## src/rtl/bram_stream_reader.sv

```systemverilog
// bram_stream_reader: reads a run of consecutive BRAM words and streams
// them out in order through a 4-entry first-word-fall-through FIFO.
module bram_stream_reader #(
    parameter int BRAM_ADDR_WIDTH = 6,
    parameter int BRAM_DATA_WIDTH = 32
) (
    input  logic                       clock,
    input  logic                       reset_n,
    input  logic                       start,
    input  logic [BRAM_ADDR_WIDTH-1:0] base_addr,
    input  logic [BRAM_ADDR_WIDTH:0]   length,
    output logic                       busy,
    output logic                       done,
    output logic [BRAM_ADDR_WIDTH-1:0] rd_addr,
    input  logic [BRAM_DATA_WIDTH-1:0] bram_dout,
    output logic                       out_valid,
    input  logic                       out_ready,
    output logic [BRAM_DATA_WIDTH-1:0] out_data,
    output logic                       out_last
);

    localparam int AW = BRAM_ADDR_WIDTH;
    localparam int DW = BRAM_DATA_WIDTH;
    localparam logic [AW-1:0] ADDR_ONE = 1;
    localparam logic [AW:0]   LEN_ONE  = 1;

    typedef enum logic [1:0] {
        S_IDLE,
        S_READ,
        S_DRAIN,
        S_DONE
    } state_e;

    state_e          state_q, state_d;
    logic [AW:0]     len_q;
    logic [AW:0]     rem_q, rem_d;
    logic [AW:0]     dlv_q, dlv_d;
    logic [AW-1:0]   addr_q, addr_d;
    logic [1:0]      flight_q;
    logic [DW-1:0]   fifo_q [4];
    logic [1:0]      wptr_q, rptr_q;
    logic [2:0]      occ_q, occ_d;
    logic [2:0]      pending;
    logic            issue;
    logic            accept;
    logic            push;
    logic            pop;
    logic            credit_ok;
    logic            last_word;

    // Reads land in the FIFO two edges after issue; the credit counts
    // both buffered words and reads still in the BRAM pipeline.
    assign push      = flight_q[1];
    assign out_valid = (occ_q != 3'd0);
    assign pop       = out_valid & out_ready;
    assign pending   = occ_q + {2'b00, flight_q[0]} + {2'b00, flight_q[1]};
    assign credit_ok = (pending < 3'd4);
    assign last_word = (dlv_q == (len_q - LEN_ONE));
    assign accept    = (state_q == S_IDLE) & start;
    assign out_data  = fifo_q[rptr_q];
    assign out_last  = out_valid & last_word;
    assign rd_addr   = addr_q;

    // State register.
    always_ff @(posedge clock or negedge reset_n) begin
        if (!reset_n) begin
            state_q <= S_IDLE;
        end else begin
            state_q <= state_d;
        end
    end

    // Next-state logic.
    always_comb begin
        state_d = state_q;
        unique case (state_q)
            S_IDLE: begin
                if (start) begin
                    state_d = (length == '0) ? S_DONE : S_READ;
                end
            end
            S_READ: begin
                if ((rem_q == '0) || (issue && (rem_q == LEN_ONE))) begin
                    state_d = S_DRAIN;
                end
            end
            S_DRAIN: begin
                if (pop && last_word) begin
                    state_d = S_DONE;
                end
            end
            S_DONE: begin
                state_d = S_IDLE;
            end
        endcase
    end

    // State-decoded outputs; the first read is issued with the start.
    always_comb begin
        busy  = 1'b0;
        done  = 1'b0;
        issue = 1'b0;
        unique case (state_q)
            S_IDLE: begin
                issue = start && (length != '0);
            end
            S_READ: begin
                busy  = 1'b1;
                issue = (rem_q != '0) && credit_ok;
            end
            S_DRAIN: begin
                busy = 1'b1;
            end
            S_DONE: begin
                done = 1'b1;
            end
        endcase
    end

    // Next values for address, issue/delivery counters and occupancy.
    always_comb begin
        rem_d  = rem_q;
        addr_d = addr_q;
        dlv_d  = dlv_q;
        occ_d  = occ_q;
        if (issue) begin
            if (state_q == S_IDLE) begin
                rem_d  = length - LEN_ONE;
                addr_d = base_addr;
            end else begin
                rem_d  = rem_q - LEN_ONE;
                addr_d = addr_q + ADDR_ONE;
            end
        end
        if (accept) begin
            dlv_d = '0;
        end else if (pop) begin
            dlv_d = dlv_q + LEN_ONE;
        end
        unique case ({push, pop})
            2'b10:   occ_d = occ_q + 3'd1;
            2'b01:   occ_d = occ_q - 3'd1;
            default: occ_d = occ_q;
        endcase
    end

    // Command, counter and read-pipeline registers.
    always_ff @(posedge clock or negedge reset_n) begin
        if (!reset_n) begin
            len_q    <= '0;
            rem_q    <= '0;
            dlv_q    <= '0;
            addr_q   <= '0;
            occ_q    <= '0;
            flight_q <= '0;
        end else begin
            if (accept) begin
                len_q <= length;
            end
            rem_q    <= rem_d;
            dlv_q    <= dlv_d;
            addr_q   <= addr_d;
            occ_q    <= occ_d;
            flight_q <= {flight_q[0], issue};
        end
    end

    // FIFO storage and pointers; reset discards undelivered words.
    always_ff @(posedge clock or negedge reset_n) begin
        if (!reset_n) begin
            for (int i = 0; i < 4; i++) begin
                fifo_q[i] <= '0;
            end
            wptr_q <= '0;
            rptr_q <= '0;
        end else begin
            if (push) begin
                fifo_q[wptr_q] <= bram_dout;
                wptr_q         <= wptr_q + 2'd1;
            end
            if (pop) begin
                rptr_q <= rptr_q + 2'd1;
            end
        end
    end

endmodule
```

## config.mk

```make
export PLATFORM = sky130hd
export DESIGN_NAME = bram_stream_reader
export DESIGN_NICKNAME = d
export VERILOG_FILES = /design/src/rtl/bram_stream_reader.sv
export SDC_FILE = /design/constraint.sdc
export NUM_CORES = 1
export LEC_CHECK = 0
export BUFFER_PORTS_ARGS = -buffer_cell sky130_fd_sc_hd__buf_2
export CORE_ASPECT_RATIO = 1.2
export CORE_MARGIN = 8
export CORE_UTILIZATION = 65
export CTS_BUF_LIST = sky130_fd_sc_hd__clkbuf_4
export DETAILED_ROUTE_END_ITERATION = 8
export HOLD_SLACK_MARGIN = 0.05
export PLACE_DENSITY = 0.95
export SKIP_LAST_GASP = 1
export SYNTH_ARGS = -nofsm -noshare
export SYNTH_HDL_FRONTEND = slang
export SYNTH_SLANG_ARGS = --single-unit
```

## constraint.sdc

```tcl
create_clock -name clock -period 6 [get_ports clock]
set_input_delay 1.8 -clock clock [delete_from_list [all_inputs] [get_ports clock]]
set_output_delay 1.8 -clock clock [all_outputs]
set_load 0.05 [all_outputs]
```

==> run metrics <==
status completed; area share of the largest cell type after synthesis 0.538; Via Count between 4000 and 5000; number of global-route vias before repair 5540; detailed placement HPWL 10.9 mm; via-per-instance ratio 6.06; highest attainable clock frequency 228 MHz; sum of negative setup slack 0 ns; transition time of the tightest slew-check pin 0.996 ns; clock slew at the register clock pins of the worst setup and hold paths 0.14 ns; fraction of final layout cells with drive strength greater than 1 0.450; type of the worst min-delay path reg2reg; CTS buffer count 17; cell types occupying the most area after synthesis sky130_fd_sc_hd__dfrtp_1 (54%), sky130_fd_sc_hd__mux2_2 (19%), sky130_fd_sc_hd__mux4_2 (9.3%); RSZ-0062 raised after global routing false; floorplan die height 135 um; Worst Setup End Kind output port; yosys warns 0; max capacitance violation total 0; core box area 11600 um^2; worst clock skew on the final layout ~0.026 ns; cell accounting for the most synthesized area sky130_fd_sc_hd__dfrtp_1; clock insertion delay at the later pin of the skew report 0.56 ns; post-CTS sizing 0; site row count 43; top fanout value on the critical path 19; final setup violation count 0; maximum number of pins on one net before global-route repair slightly below 90; Bufs on Longest Clock Path 2; post-route setup slack 1.62 ns; horizontal die dimension 116 um; weighted congestion reported at the end of routability-driven placement 0.898; count of TritonRoute iterations in the first routing pass 4; number of hold violations in the final report 0; Post-Syn Area per Cell ~14 um^2; hold-fix buffer count after cts 0; initial antenna violation count 2; cells traversed along the worst timing path buf_4, mux4_2, buf_2; number of buffers inserted by port buffering 90; synth unique cells 45; starting density of the core 0.668; first-pass GRT wire length 27.5 mm; Placement Cell Area 8290 um^2; shortest clock period the worst path allows after layout 4.38 ns; clk root buf sky130_fd_sc_hd__clkbuf_4; Final ANT Viol Nets 0; I/O pin total 91; worst rel slew slack 0.334; fin area 8640 um^2; number of nets in the final layout 709; TritonCTS clock tree yes; Net Count, Synth around 620; class of the most critical setup path reg2out; register cell area after layout between 4000 and 5000 um^2; Area growth syn-to-layout 11.9%; average wire per cell in the routed design 20.2 um; fin. max-slew vios 0; launching element type of the critical path flop; Setup Fix Bufs, Post-CTS 0; arrival time at the worst endpoint 2.58 ns; combined area of the multi-input logic cells about 3400 um^2; Gate Count Post-Synth 558; Seq cells post-synth about 170; number of inserted filler cells in the final layout 709; share of the clock period used by the worst path after layout 0.730; overall die area 15600 um^2; DRT Wirelength 16.5 mm; H-tree Lvls 4; clock sink count around 170; Overall Global Routing Usage 0.228; largest stage delay on the critical path between 0.7 and 0.8 ns; Setup Slack @ Placement 2.19 ns; WP buf/inv 2; required time of the worst setup path 4.20 ns; Seq/Total Area, Yosys 0.538; Residual DRC 0; Overflow after GRT 0; Detailed Route Iter0 Violations 312; post-synthesis instance area roughly 7700 um^2; crit-path leading delay family flip-flops; cell at the slowest stage of the critical path sky130_fd_sc_hd__dfrtp_2
[layout by cell type (no fill, tap or decap), drive strengths merged, types with 16 or more instances in the layout]
master and count:
clkbuf 20, inv 23, buf 93, mux2 128, o21ai 19, nand2 36
ha 16, nor2 16, dfrtp 166, mux4 32
[worst register-to-register path, delay by kind of cell, from the launching register on]
kind                       cells  cell delay [ns]
AOI/OAI and AO/OA              3             0.75
adders and majority gates      1             0.61
buffers and inverters          1             0.10
DFF                            1             0.43
and+or+nand+nor                2             0.84
[synthesized netlist by cell type (all sizes together)]
library cell / n
a211oi: 2
a21boi: 2
a21oi: 15
a221o: 2
a221oi: 1
a22oi: 3
a31oi: 1
and3b: 1
buf: 19
clkbuf: 8
dfrtp: 166
fa: 1
ha: 16
inv: 20
mux2: 128
mux2i: 4
mux4: 32
nand2: 36
nand2b: 1
nand3: 10
nand3b: 1
nand4: 1
nand4b: 1
nand4bb: 1
nor2: 16
nor2b: 1
nor3: 8
nor3b: 1
nor4b: 1
o211ai: 1
o21ai: 19
o22a: 1
o22ai: 3
o2bb2ai: 1
o31ai: 1
o32a: 1
or3: 5
or4: 3
xnor2: 11
xor2: 13
[flip-flops by register name (all words and copies together), names as in the netlist]
name      cells
len_q         7
flight_q      2
state_q       2
occ_q         3
rem_q         7
wptr_q        2
dlv_q         7
rptr_q        2
rd_addr       6
fifo_q      128
[final timing paths]
check / end / depth (start not counted) / from / slack, ns
max: out_data[18] / 3 / rptr_q[0] / 1.62
max in group asynchronous: len_q[1] / 2 / reset_n / 3.64
min reg2reg: flight_q[1] / 0 / flight_q[0] / 0.43
max reg2reg: rd_addr[5] / 7 / state_q[0] / 3.22
min in group asynchronous: fifo_q[101] / 1 / reset_n / 1.26
min: flight_q[1] / 0 / flight_q[0] / 0.43
[area by class of cell]
class | count | share of cell area
sequential | 166 | 0.481
multi-input combinational | 345 | 0.392
timing repair buffer | 93 | 0.0554
clock inverter | 12 | 0.0229
tap | 157 | 0.0227
clock buffer | 20 | 0.0174
inverter | 20 | 0.00869
antenna | 1 | 0.000290
[kinds of logic (layout without fill, tap and decap cells)]
logic type | count (synthesis) | after routing | share of synthesized area
other cells | 0 | 1 | 0
buf+inv | 47 | 145 | 0.0250
simple gates | 87 | 87 | 0.0538
flops | 166 | 166 | 0.538
fa+ha+maj | 17 | 17 | 0.0285
xor+xnor | 24 | 24 | 0.0272
mux | 164 | 164 | 0.285
compound gates | 53 | 53 | 0.0424
[per-stage QoR]
stage,hold slack (ns),util,instances
after detailed placement,0.390,0.717,781
after global placement,0.384,0.717,781
final,0.430,0.747,814
after global routing,0.445,0.747,814
after CTS,0.428,0.747,813
after floorplan,0.375,-,558
[metal layers]
layer / GRT usage / part of all wire
met1: 0.260 / 0.40
met4: 0.0892 / 0.022
met3: 0.0566 / 0.049
met5: 0 / 0.00061
met2: 0.401 / 0.53
Power is left out: the tool's default activity adds up to more than one toggle a clock period on the data nets, which glitch-free logic cannot reach.
